**config.mk**
```make
export PLATFORM = sky130hd
export DESIGN_NAME = riscv_lsu
export DESIGN_NICKNAME = d
export VERILOG_FILES = /design/src/rtl/riscv_lsu_pkg.sv /design/src/rtl/riscv_lsu_align.sv /design/src/rtl/riscv_lsu.sv
export SDC_FILE = /design/constraint.sdc
export NUM_CORES = 1
export LEC_CHECK = 0
export ABC_AREA = 1
export CORE_MARGIN = 5
export CORE_UTILIZATION = 41
export DETAILED_ROUTE_END_ITERATION = 12
export PLACE_DENSITY = 0.88
export SLEW_MARGIN = 20
export SYNTH_ARGS = -nofsm -noshare
export SYNTH_HDL_FRONTEND = slang
export SYNTH_SLANG_ARGS = --single-unit
```
**constraint.sdc**
```tcl
create_clock -name i_clk -period 1.5 [get_ports i_clk]
set_input_delay 0.225 -clock i_clk [delete_from_list [all_inputs] [get_ports i_clk]]
set_output_delay 0.225 -clock i_clk [all_outputs]
set_load 0.05 [all_outputs]
```
**src/rtl/riscv_lsu_pkg.sv**
```systemverilog
// Shared types and constants for the RV32I load/store unit: FSM states,
// error codes, funct3 memory encodings and the registered bus payload.
package riscv_lsu_pkg;

    localparam int unsigned XLEN = 32;
    localparam int unsigned BE_W = 4;

    typedef enum logic [2:0] {
        LSU_ST_IDLE = 3'd0,
        LSU_ST_REQ  = 3'd1,
        LSU_ST_WAIT = 3'd2,
        LSU_ST_DONE = 3'd3,
        LSU_ST_ERR  = 3'd4
    } lsu_state_e;

    localparam logic [1:0] LSU_ERR_MISALIGN = 2'b01;
    localparam logic [1:0] LSU_ERR_TIMEOUT  = 2'b10;
    localparam logic [1:0] LSU_ERR_FUNCT3   = 2'b11;

    localparam logic [2:0] FUNCT3_MEM_B  = 3'd0;
    localparam logic [2:0] FUNCT3_MEM_H  = 3'd1;
    localparam logic [2:0] FUNCT3_MEM_W  = 3'd2;
    localparam logic [2:0] FUNCT3_MEM_BU = 3'd4;
    localparam logic [2:0] FUNCT3_MEM_HU = 3'd5;

    typedef struct packed {
        logic            we;
        logic [XLEN-1:0] addr;
        logic [BE_W-1:0] be;
        logic [XLEN-1:0] wdata;
    } lsu_bus_t;

    // Unsigned widths only make sense for loads.
    function automatic logic funct3_illegal(input logic [2:0] funct3, input logic we);
        case (funct3)
            FUNCT3_MEM_B, FUNCT3_MEM_H, FUNCT3_MEM_W: return 1'b0;
            FUNCT3_MEM_BU, FUNCT3_MEM_HU:            return we;
            default:                                 return 1'b1;
        endcase
    endfunction

    function automatic logic addr_misaligned(input logic [2:0] funct3, input logic [1:0] addr_lo);
        case (funct3)
            FUNCT3_MEM_H, FUNCT3_MEM_HU: return addr_lo[0];
            FUNCT3_MEM_W:                return addr_lo != 2'b00;
            default:                     return 1'b0;
        endcase
    endfunction

endpackage

```
**src/rtl/riscv_lsu_align.sv**
```systemverilog
// Lane steering for the LSU: store byte enables and data replication, and
// load data shift plus sign/zero extension. Purely combinational.
module riscv_lsu_align
    import riscv_lsu_pkg::*;
(
    input  logic [2:0]      st_funct3,
    input  logic [1:0]      st_addr_lo,
    input  logic [XLEN-1:0] st_wdata,
    output logic [BE_W-1:0] st_be_c,
    output logic [XLEN-1:0] st_wdata_c,
    input  logic [2:0]      ld_funct3,
    input  logic [1:0]      ld_addr_lo,
    input  logic [XLEN-1:0] ld_rdata,
    output logic [XLEN-1:0] ld_rdata_c
);

    logic [XLEN-1:0] ld_shift;

    always_comb begin : store_path
        st_be_c    = 4'b1111;
        st_wdata_c = st_wdata;
        case (st_funct3)
            FUNCT3_MEM_B, FUNCT3_MEM_BU: begin
                st_be_c    = BE_W'(4'b0001 << st_addr_lo);
                st_wdata_c = {4{st_wdata[7:0]}};
            end
            FUNCT3_MEM_H, FUNCT3_MEM_HU: begin
                st_be_c    = BE_W'(4'b0011 << st_addr_lo);
                st_wdata_c = {2{st_wdata[15:0]}};
            end
            default: ;
        endcase
    end

    always_comb begin : load_path
        ld_shift   = ld_rdata >> {ld_addr_lo, 3'b000};
        ld_rdata_c = ld_shift;
        case (ld_funct3)
            FUNCT3_MEM_B:  ld_rdata_c = {{24{ld_shift[7]}}, ld_shift[7:0]};
            FUNCT3_MEM_H:  ld_rdata_c = {{16{ld_shift[15]}}, ld_shift[15:0]};
            FUNCT3_MEM_BU: ld_rdata_c = {24'h000000, ld_shift[7:0]};
            FUNCT3_MEM_HU: ld_rdata_c = {16'h0000, ld_shift[15:0]};
            default:       ld_rdata_c = ld_shift;
        endcase
    end

endmodule

```
**src/rtl/riscv_lsu.sv**
```systemverilog
// MEM-stage load/store unit: turns pipeline memory control into a registered
// req/gnt bus transaction, returns extended load data, stalls and reports errors.
module riscv_lsu
    import riscv_lsu_pkg::*;
#(
    parameter int unsigned BUS_TIMEOUT = 255
) (
    input  logic        i_clk,
    input  logic        i_rstn,
    input  logic        i_lsu_valid,
    input  logic        i_lsu_wr_en,
    input  logic [2:0]  i_lsu_funct3,
    input  logic [31:0] i_lsu_addr,
    input  logic [31:0] i_lsu_wdata,
    output logic        o_lsu_stall,
    output logic        o_lsu_done,
    output logic [31:0] o_lsu_rdata,
    output logic        o_lsu_err,
    output logic [1:0]  o_lsu_err_code,
    output logic        o_lsu_bus_req,
    output logic        o_lsu_bus_we,
    output logic [31:0] o_lsu_bus_addr,
    output logic [3:0]  o_lsu_bus_be,
    output logic [31:0] o_lsu_bus_wdata,
    input  logic        i_lsu_bus_gnt,
    input  logic        i_lsu_bus_rvalid,
    input  logic [31:0] i_lsu_bus_rdata
);

    localparam int unsigned     CNT_W    = $clog2(BUS_TIMEOUT + 1);
    localparam logic [CNT_W-1:0] CNT_LAST = CNT_W'(BUS_TIMEOUT - 1);

    lsu_state_e       state_q, state_d;
    logic [CNT_W-1:0] cnt_q, cnt_d;
    lsu_bus_t         bus_q, bus_d;
    logic             bus_req_q, bus_req_d;
    logic             done_q, done_d;
    logic             err_q, err_d;
    logic [1:0]       err_code_q, err_code_d;
    logic [XLEN-1:0]  rdata_q, rdata_d;
    logic [1:0]       addr_lo_q, addr_lo_d;
    logic [2:0]       funct3_q, funct3_d;

    logic [BE_W-1:0]  st_be_c;
    logic [XLEN-1:0]  st_wdata_c;
    logic [XLEN-1:0]  ld_rdata_c;
    logic             timeout_c;

    // Store lanes come from the live request; load lanes from the latched one.
    riscv_lsu_align u_align (
        .st_funct3  (i_lsu_funct3),
        .st_addr_lo (i_lsu_addr[1:0]),
        .st_wdata   (i_lsu_wdata),
        .st_be_c    (st_be_c),
        .st_wdata_c (st_wdata_c),
        .ld_funct3  (funct3_q),
        .ld_addr_lo (addr_lo_q),
        .ld_rdata   (i_lsu_bus_rdata),
        .ld_rdata_c (ld_rdata_c)
    );

    // Budget is shared across REQ and WAIT; a completion this cycle still wins.
    assign timeout_c = (cnt_q >= CNT_LAST);

    always_comb begin : next_state
        state_d    = state_q;
        cnt_d      = cnt_q;
        bus_d      = bus_q;
        bus_req_d  = bus_req_q;
        done_d     = 1'b0;
        err_d      = 1'b0;
        err_code_d = err_code_q;
        rdata_d    = rdata_q;
        addr_lo_d  = addr_lo_q;
        funct3_d   = funct3_q;
        case (state_q)
            LSU_ST_IDLE: begin
                if (i_lsu_valid) begin
                    if (funct3_illegal(i_lsu_funct3, i_lsu_wr_en)) begin
                        state_d    = LSU_ST_ERR;
                        err_d      = 1'b1;
                        err_code_d = LSU_ERR_FUNCT3;
                    end else if (addr_misaligned(i_lsu_funct3, i_lsu_addr[1:0])) begin
                        state_d    = LSU_ST_ERR;
                        err_d      = 1'b1;
                        err_code_d = LSU_ERR_MISALIGN;
                    end else begin
                        state_d     = LSU_ST_REQ;
                        bus_req_d   = 1'b1;
                        cnt_d       = '0;
                        bus_d.we    = i_lsu_wr_en;
                        bus_d.addr  = {i_lsu_addr[31:2], 2'b00};
                        bus_d.be    = st_be_c;
                        bus_d.wdata = st_wdata_c;
                        addr_lo_d   = i_lsu_addr[1:0];
                        funct3_d    = i_lsu_funct3;
                    end
                end
            end
            LSU_ST_REQ: begin
                if (i_lsu_bus_gnt) begin
                    bus_req_d = 1'b0;
                    cnt_d     = cnt_q + CNT_W'(1);
                    if (bus_q.we) begin
                        state_d = LSU_ST_DONE;
                        done_d  = 1'b1;
                    end else begin
                        state_d = LSU_ST_WAIT;
                    end
                end else if (timeout_c) begin
                    state_d    = LSU_ST_ERR;
                    bus_req_d  = 1'b0;
                    err_d      = 1'b1;
                    err_code_d = LSU_ERR_TIMEOUT;
                end else begin
                    cnt_d = cnt_q + CNT_W'(1);
                end
            end
            LSU_ST_WAIT: begin
                if (i_lsu_bus_rvalid) begin
                    state_d = LSU_ST_DONE;
                    done_d  = 1'b1;
                    rdata_d = ld_rdata_c;
                end else if (timeout_c) begin
                    state_d    = LSU_ST_ERR;
                    err_d      = 1'b1;
                    err_code_d = LSU_ERR_TIMEOUT;
                end else begin
                    cnt_d = cnt_q + CNT_W'(1);
                end
            end
            LSU_ST_DONE, LSU_ST_ERR: state_d = LSU_ST_IDLE;
            default:                 state_d = LSU_ST_IDLE;
        endcase
    end

    always_ff @(posedge i_clk or negedge i_rstn) begin : regs
        if (!i_rstn) begin
            state_q    <= LSU_ST_IDLE;
            cnt_q      <= '0;
            bus_q      <= '0;
            bus_req_q  <= 1'b0;
            done_q     <= 1'b0;
            err_q      <= 1'b0;
            err_code_q <= '0;
            rdata_q    <= '0;
            addr_lo_q  <= '0;
            funct3_q   <= '0;
        end else begin
            state_q    <= state_d;
            cnt_q      <= cnt_d;
            bus_q      <= bus_d;
            bus_req_q  <= bus_req_d;
            done_q     <= done_d;
            err_q      <= err_d;
            err_code_q <= err_code_d;
            rdata_q    <= rdata_d;
            addr_lo_q  <= addr_lo_d;
            funct3_q   <= funct3_d;
        end
    end

    assign o_lsu_stall = ((state_q == LSU_ST_IDLE) && i_lsu_valid)
                       || (state_q == LSU_ST_REQ) || (state_q == LSU_ST_WAIT);

    assign o_lsu_done      = done_q;
    assign o_lsu_err       = err_q;
    assign o_lsu_err_code  = err_code_q;
    assign o_lsu_rdata     = rdata_q;
    assign o_lsu_bus_req   = bus_req_q;
    assign o_lsu_bus_we    = bus_q.we;
    assign o_lsu_bus_addr  = bus_q.addr;
    assign o_lsu_bus_be    = bus_q.be;
    assign o_lsu_bus_wdata = bus_q.wdata;

endmodule

```
==> results of run 1 <==
[synth_stat cells]
cell      count  area share (%)
a21oi_1      28             2.3
a31oi_1       2            0.21
buf_2        12             1.0
buf_4         4            0.50
buf_6         9             1.7
clkbuf_1     18             1.1
conb_1        1           0.063
dfrtp_1     120              50
ha_1          2            0.42
inv_1        51             3.2
inv_2        12            0.75
mux2i_1       7             1.2
nand2_1     257              16
nand2_2       3            0.31
nand3_1      89             7.4
nand3_2       1            0.17
nand3b_1      2            0.25
nand4_1       2            0.21
nand4_2       1            0.21
nor2_1       39             2.4
nor2_2        3            0.31
nor2_4        1            0.19
nor3_1        1           0.084
o211ai_1      1            0.13
o21ai_0      21             1.8
o21ai_1      59             4.9
o21ai_2       3            0.44
o21bai_1     10             1.3
o31ai_1       1            0.13
or2_1         7            0.73
xnor2_1       1            0.15
[critical path, stage by stage (launching register included)]
cell      delay (ps)
dfrtp_2          460
nor2_4           110
nand3b_1         140
nand2_2          120
inv_4             50
buf_12           140
[cell type report]
type / instances / area [um^2] / share of cell area [%]
flip-flops and latches: 120 / 3007 / 29.04
repair buffers: 304 / 3412 / 32.95
well taps: 184 / 230.2 / 2.224
inverters: 63 / 244.0 / 2.356
clock buffers: 17 / 425.4 / 4.109
clock inverters: 15 / 240.2 / 2.320
multi-input cells: 547 / 2795 / 27.00
[logic make-up after synthesis]
logic type / after synthesis / share of synthesized area, %
flops: 120 / 50.22
simple gates: 406 / 28.50
mux: 7 / 1.172
other cells: 1 / 0.06271
fa+ha+maj: 2 / 0.4184
xor+xnor: 1 / 0.1465
buf+inv: 106 / 8.286
compound gates: 125 / 11.19
[flip-flops by register name, summed over array words and instances (netlist names)]
signal / flops
addr_lo_q: 2
cnt_q: 8
funct3_q: 3
o_lsu_bus_addr: 30
o_lsu_bus_be: 4
o_lsu_bus_req: 1
o_lsu_bus_wdata: 32
o_lsu_bus_we: 1
o_lsu_done: 1
o_lsu_err: 1
o_lsu_err_code: 2
o_lsu_rdata: 32
state_q: 3
[through the flow]
stage          power, mW  hold WS [ps]  instances
4_1_cts            24.61         343.3       1221
2_1_floorplan      13.89        -70.59        769
3_3_place_gp       19.45         298.2       1181
5_1_grt            27.25         263.7       1250
3_5_place_dp       19.72         295.7       1181
6_report           26.15         270.3       1250
[power breakdown]
group          switching (mW)  internal [mW]
combinational            9.35           6.03
clock                    1.67           2.99
sequential               1.37           4.74
[layer usage]
metal / global-route usage [%] / wire (um) / up-vias
met3: 6.829 / 2342 / 77
met4: 7.562 / 874 / 0
li1: - / - / 3050
met2: 37.35 / 11190 / 421
met1: 28.58 / 8383 / 3099
met5: 0 / 0 / -
[worst min-delay path by stage]
stage                               endpoint  depth (start not counted)  slack, ps            start
after floorplan                 addr_lo_q[0]                          0        -70           i_rstn
after global placement            o_lsu_done                          2        300           i_rstn
after detailed placement          o_lsu_done                          2        300           i_rstn
after CTS                 o_lsu_bus_addr[19]                          3        340   i_lsu_addr[19]
after global routing             funct3_q[1]                          4        260  i_lsu_funct3[1]
final                            funct3_q[1]                          4        270  i_lsu_funct3[1]
[repair_timing]
| item | CTS | global route |
|---|---|---|
| hold buffers | 1 | 0 |
| cloned | 0 | 22 |
| setup buffers | 9 | 11 |
| endpoints found under the hold margin | 120 | 0 |
| resized for setup | 10 | 104 |
| endpoints found under the setup margin | 21 | 86 |
| pin swaps | 5 | 26 |
==> metrics.cfg, run 1 <==
[cells_and_area]
areaGrowthSynthToFinish_pct=73.15
fillers=951
fin_area_um2=10350
final_core_util_pct=71.78
final_cell_mix=nand2_1 (242), buf_4 (123), dfrtp_1 (117)
nets=1160
antennaDiodeCount=0
layout_commonest_cell=nand2_1
drive_gt1_share_pct=29.08

[outcome]
status=finished with violations
violations=setup timing

[drt]
wl_per_cell_um=18.24
vias=6647
drt_iter0_drc=514
via_per_inst=5.318
wl_um=22800
ant_nets=0
dr.pass1.iters=5
post-route-drc-count=0

[floorplan]
core_um2=14420
die_x_um=130.8
core.rowCount=44
die_area_um2=17100
die_h_um=130.8
start_util_pct=41.46
ioPinCount=212

[sta]
fmax_ghz=0.5974
fin_crit_ps=1674
finalCritPeriodShare_pct=111.6
slew_violations=0
layout_setup_ws_ps=-173.9
final.setup.tns_ps=-7330
rsz0062_at_grt=true
skew_ps=8.577
finalHoldViolations=0
final-setup-viol-count=88

[synth]
ys_types=31
yosysWarnings=0
syn_area_um2=5979
ys_seq_elements=120
synth-seq-area-share_pct=50.22
netlist_instances=768
syn_area_per_cell_um2=7.786

[cts]
cts_htree_levels=4
cts.sinks=120
clkTransAtPathRegs_ps=60
clockBufferDepth=2
numCtsBuffers=17
cts_root_buffer=clkbuf_16
clock_latency_ps=430
cts_tree=built

[placement]
gp_congestion=0.8880
place_ws_ps=-397.1
hpwl_um=14060
placed_area_um2=8772
portBuffers=209

[critical_path]
critical_path.endpoint=o_lsu_stall
end_kind=primary output
reg2reg_from=state_q[1]
start_kind=flip-flop
arrival_ps=1450
path_max_fanout=3
rr_worst_depth=10
rr_endpoint=o_lsu_bus_wdata[25]
criticalPathCategory=reg -> out
cp-startpoint=state_q[1]
r2r_slack_ps=-120
worstPathRequired_ps=1270

[global_routing]
grtUsageTotal_pct=22.66
grt_max_degree=83
grt_pass1_vias=6052
antenna_found_initial=0
grt_pass1_wl_um=30270
overflow=0

[min_path]
hp-class=in -> reg

[power_and_ir_drop]
power.density_nw_per_um2=2525
ir_worst_vdd_uv=1838
power.leakage_nw=5.103

[job]
maxCapViolCount=0

No activity file was read; power rests on OpenSTA's default activity.
==> run 2, diff against run 1 <==
--- a/config.mk
+++ b/config.mk
@@ -7,10 +7,12 @@
 export LEC_CHECK = 0
 export ABC_AREA = 1
 export CORE_MARGIN = 5
-export CORE_UTILIZATION = 41
+export CORE_UTILIZATION = 55
 export DETAILED_ROUTE_END_ITERATION = 12
-export PLACE_DENSITY = 0.88
+export DONT_BUFFER_PORTS = 1
+export PLACE_DENSITY = 0.84
 export SLEW_MARGIN = 20
 export SYNTH_ARGS = -nofsm -noshare
 export SYNTH_HDL_FRONTEND = slang
+export SYNTH_HIERARCHICAL = 1
 export SYNTH_SLANG_ARGS = --single-unit
==> run 2 against run 1 <==
Against the previous run:
- the flow finishes with violations (hold timing, setup timing)
- worst setup slack better by 11 ps
- register-to-register slack lost 40 ps
- clock skew increased by 5.7 ps
- area after synthesis is 5.1% higher
- global-route usage grew 3.5 points
- core utilization is 3.7 points higher
- critical path type is now reg -> reg
- highest routed layer unchanged
==> metrics.cfg, run 2 <==
[outcome]
status=finished with violations
violations=hold timing, setup timing

[global_routing]
grt_pass1_wl_um=27880
antenna_found_initial=0
grt_pass1_vias=5513
grtUsageTotal_pct=26.16
grt_max_degree=121
overflow=0

[cts]
cts_tree=built
cts_htree_levels=4
clockBufferDepth=2
hold_buffers=44
clkTransAtPathRegs_ps=70
clock_latency_ps=420
cts_root_buffer=clkbuf_16
cts.sinks=120
numCtsBuffers=17

[synth]
synth_mux_area_share_pct=5.731
synth-seq-area-share_pct=47.76
synth.most_common_cell=nand2_1
ys_seq_elements=120
synth-xor-area-share_pct=0.1393
synth_top_family_by_area=simple AND/OR/NAND/NOR gates
ys.flop_type=dfrtp_1
synth_fa_ha_area_share_pct=0.3980
synth_top_area_share_pct=47.76
syn_area_per_cell_um2=7.969
synth-edff-count=0
async_flop_share_pct=100.0
yosys-top-cells-area=dfrtp_1 (48%), nand2_1 (19%), nand3_1 (9.7%)
netlist_instances=789
synth_common_cells=nand2_1 (314), nand3_1 (122), dfrtp_1 (120)
synth-simple-area-share_pct=32.40
syn_area_um2=6287
ys_types=31
synth_top_area_cell=dfrtp_1
yosysWarnings=6
synth_compound_area_share_pct=5.433

[sta]
finalHoldViolations=148
skew_ps=14.23
tightestPinTransition_ps=591.4
holdWs_ps=-491.4
slew_headroom_pct=60.58
fin_crit_ps=1663
fmax_ghz=0.6012
slew_violations=0
layout_setup_ws_ps=-163.2
rsz0062_at_grt=true
final-setup-viol-count=93
finalCritPeriodShare_pct=110.9

[cells_and_area]
fillers=736
layout_commonest_cell=nand2_1
nets=982
multi_input_area_um2=3161
seqCellArea_um2=3004
fin_area_um2=8544
areaGrowthSynthToFinish_pct=35.90
drive_gt1_share_pct=26.46
antennaDiodeCount=0
final_cell_mix=nand2_1 (273), dfrtp_1 (119), nand3_1 (104)
final_core_util_pct=75.48

[critical_path]
end_kind=flip-flop
critPathBufInv=3
start_kind=flip-flop
criticalPathCategory=reg -> reg
arrival_ps=2010
crit_family=simple AND/OR/NAND/NOR gates
worstPathRequired_ps=1850
path_cells=nor2_2, buf_4, nand2_4, nor2_4, buf_12, clkbuf_16, nand3_1, nand2_1
crit_path_top_delay_cell=dfrtp_1
slowest_delay_ps=420
path_max_fanout=13

[floorplan]
die_h_um=116.9
core.rowCount=39
die_x_um=116.9
die_area_um2=13670
start_util_pct=55.54
core_um2=11320
ioPinCount=212

[job]
maxCapViolCount=0

[placement]
placed_area_um2=6480
gp_congestion=0.9113
portBuffers=0
hpwl_um=11650

[drt]
ant_nets=0
via_per_inst=6.091
drt_iter0_drc=705
post-route-drc-count=0
vias=6280
wl_um=22050
dr.pass1.iters=5
wl_per_cell_um=21.38

[power_and_ir_drop]
power.leakage_nw=4.339
ir_worst_vdd_uv=1503
power.density_nw_per_um2=2605

[min_path]
hp-class=in -> async

-- run 2: changes by cell type after synthesis, moves of 9 or more --
cell	change
o21ai_1	-58
nand3_1	+33
o21ai_0	+15
a21oi_1	-11
nand2_1	+57
buf_4	+13
nor2_1	-19
inv_1	-17
mux2_2	+32
clkbuf_1	-9
o21bai_1	-9
-- run 2: metal layers --
| metal | wire length (um) | GRT usage, % |
|---|---|---|
| met1 | 7361 | 30.68 |
| met2 | 10760 | 43.12 |
| met3 | 2923 | 10.44 |
| met4 | 998 | 10.40 |
| met5 | 0 | 0 |
-- run 2: path summary, 6_finish.rpt --
kind	depth (start not counted)	slack [ps]	end	from
min in group i_clk	2	-60	o_lsu_bus_addr[20]	i_lsu_valid
worst min-delay path	0	-490	o_lsu_rdata[4]	i_rstn
worst max-delay path	8	-160	o_lsu_bus_addr[29]	state_q[1]
worst max register to register	8	-160	o_lsu_bus_addr[29]	state_q[1]
max in group asynchronous	0	1830	o_lsu_err	i_rstn
worst min register to register	1	510	o_lsu_rdata[10]	o_lsu_rdata[10]
-- run 2: metrics by stage --
step,TNS (ps),instances,power [mW],setup WS [ps]
5_1_grt,-12140,1031,23.21,-193.4
3_3_place_gp,0,918,15.54,30.04
4_1_cts,-135.3,1000,20.42,-94.49
6_report,-6905,1031,22.26,-163.2
3_5_place_dp,-79.51,918,15.79,-30.90
2_1_floorplan,0,790,14.09,63.79
-- run 2: power breakdown --
part / leakage, nW / switching, mW / internal [mW]
clock: 0.294 / 1.63 / 2.65
sequential: 1.51 / 5.55 / 4.61
combinational: 2.54 / 4.39 / 3.42
total: 4.34 / 11.6 / 10.7
-- run 2: layout make-up --
cell class / count / area share, %
clock buffers: 17 / 4.979
flip-flops and latches: 120 / 35.16
well taps: 143 / 2.094
repair inverters: 1 / 0.1318
inverters: 40 / 1.962
repair buffers: 116 / 16.46
clock inverters: 15 / 2.226
multi-input cells: 579 / 36.99
-- run 2: kinds of logic (layout without fill, tap and decap cells) --
group	after synthesis	count (layout)
and+or+nand+nor	477	479
DFF	120	120
buffers and inverters	93	189
AOI/OAI and AO/OA	63	63
muxes	32	32
adders and majority gates	2	2
other	1	2
xor gates and xnor gates	1	1
-- run 2: repair_timing --
item                                   in CTS  in global routing
setup endpoints to repair                  16                109
gates cloned                                1                 21
resized for setup                          11                118
endpoints found under the hold margin     192                174
pin swaps                                   4                 20
buffers inserted                            5                 10
==> run 3, diff against run 2 <==
--- a/config.mk
+++ b/config.mk
@@ -6,12 +6,10 @@
 export NUM_CORES = 1
 export LEC_CHECK = 0
 export ABC_AREA = 1
-export CORE_MARGIN = 5
 export CORE_UTILIZATION = 55
 export DETAILED_ROUTE_END_ITERATION = 12
 export DONT_BUFFER_PORTS = 1
 export PLACE_DENSITY = 0.84
-export SLEW_MARGIN = 20
 export SYNTH_ARGS = -nofsm -noshare
 export SYNTH_HDL_FRONTEND = slang
 export SYNTH_HIERARCHICAL = 1
==> run 3 against run 2 <==
Against the previous run:
- the run still ends with hold timing, setup timing left
- total power increased by 1.4%
- worst setup slack improved by 56 ps
- die area is 13% lower
- wire length decreased by 6.8%
- clock power up 4%
- clock skew is 7.9 ps lower
- design area about the same
- sequential cell count unchanged
- critical path depth decreased by 3
- fmax is 3.5% higher
- cell count is 0.78% lower
==> metrics.cfg, run 3 (same netlist as run 2, synthesis figures left out) <==
[drt]
wl_per_cell_um=20.08
dr.pass1.iters=6
drt_iter0_drc=625
ant_nets=0
vias=6120
post-route-drc-count=0
wl_um=20540
via_per_inst=5.982

[critical_path]
critPathBufInv=2
path_max_fanout=3
start_kind=flip-flop
crit_path_top_delay_cell=dfrtp_1
end_kind=primary output
slowest_delay_ps=400
path_cells=nor2_2, buf_6, o21ai_4, nand2_2, buf_8
criticalPathCategory=reg -> out
arrival_ps=1380
worstPathRequired_ps=1270
crit_family=flip-flops

[cts]
cts_tree=built
cts_root_buffer=clkbuf_16
hold_buffers=44
cts_htree_levels=4
clock_latency_ps=410
clockBufferDepth=2
cts.sinks=120
clkTransAtPathRegs_ps=60
numCtsBuffers=17

[placement]
place_ws_ps=-62.82
portBuffers=0
gp_congestion=0.9269
placed_area_um2=6471
hpwl_um=10850

[cells_and_area]
final_cell_mix=nand2_1 (273), dfrtp_1 (118), nand3_1 (100)
fin_area_um2=8551
areaGrowthSynthToFinish_pct=36.00
drive_gt1_share_pct=26.50
multi_input_area_um2=3201
final_core_util_pct=77.85
antennaDiodeCount=0
seqCellArea_um2=3005
layout_commonest_cell=nand2_1
fillers=639
nets=977

[power_and_ir_drop]
power.leakage_nw=4.458
power.density_nw_per_um2=2640
ir_worst_vdd_uv=1781

[sta]
layout_setup_ws_ps=-106.8
finalCritPeriodShare_pct=107.1
slew_violations=0
holdWs_ps=-490.4
slew_headroom_pct=62.60
finalHoldViolations=168
final-setup-viol-count=102
fmax_ghz=0.6224
final.setup.tns_ps=-3941
tightestPinTransition_ps=561.0
rsz0062_at_grt=true
skew_ps=6.327
fin_crit_ps=1607

[floorplan]
die_area_um2=11860
die_h_um=108.9
core.rowCount=38
core_um2=10980
die_x_um=108.9
start_util_pct=57.25
ioPinCount=212

[global_routing]
overflow=0
grt_pass1_wl_um=26770
grt_pass1_vias=5537
grt_max_degree=121
antenna_found_initial=0
grtUsageTotal_pct=29.76

[outcome]
status=finished with violations
violations=hold timing, setup timing

[min_path]
hp-class=in -> async

[job]
maxCapViolCount=0

[run 3: area by class of cell]
class                   instances  share of cell area (%)
clock buffers                  19                   5.297
clock inverters                13                   2.253
inverters                      40                   1.961
multi-input cells             578                   37.43
flip-flops and latches        120                   35.15
well taps                     140                   2.049
repair buffers                113                   15.86
[run 3: worst paths after layout]
check	start	endpoint	slack, ps	cells after the start
max in group asynchronous	i_rstn	state_q[1]	1790	0
min in group i_clk	i_lsu_valid	o_lsu_bus_addr[27]	-40	2
setup / recovery	state_q[2]	o_lsu_stall	-110	5
hold / removal	i_rstn	o_lsu_rdata[12]	-490	0
setup reg to reg	addr_lo_q[0]	o_lsu_rdata[29]	-90	7
hold reg to reg	o_lsu_rdata[9]	o_lsu_rdata[9]	520	1
[run 3: routing by layer]
| metal | vias to the layer above | GRT usage, % | part of all wire, % |
|---|---|---|---|
| li1 | 2729 | - | - |
| met1 | 2898 | 34.26 | 35 |
| met2 | 424 | 49.91 | 51 |
| met3 | 69 | 9.504 | 11 |
| met4 | 0 | 14.48 | 3.6 |
| met5 | - | 0 | 0 |
[run 3: stage by stage]
stage	std cells	total power, mW
final	1023	22.58
after CTS	993	20.46
after global placement	911	15.40
after floorplan	790	14.09
after global routing	1023	23.47
after detailed placement	911	15.63
[run 3: where the power goes]
| part | internal (mW) | switching, mW |
|---|---|---|
| logic | 3.65 | 4.15 |
| registers | 4.61 | 5.74 |
| clock network | 2.89 | 1.54 |
| total | 11.1 | 11.4 |
[run 3: repair_timing]
item                                   4_1_cts  5_1_grt
gates cloned                                 1       18
endpoints found under the hold margin      192      179
setup buffers                                5       12
setup endpoints to repair                   27      110
pin swaps                                    3       37
resized for setup                           16      122
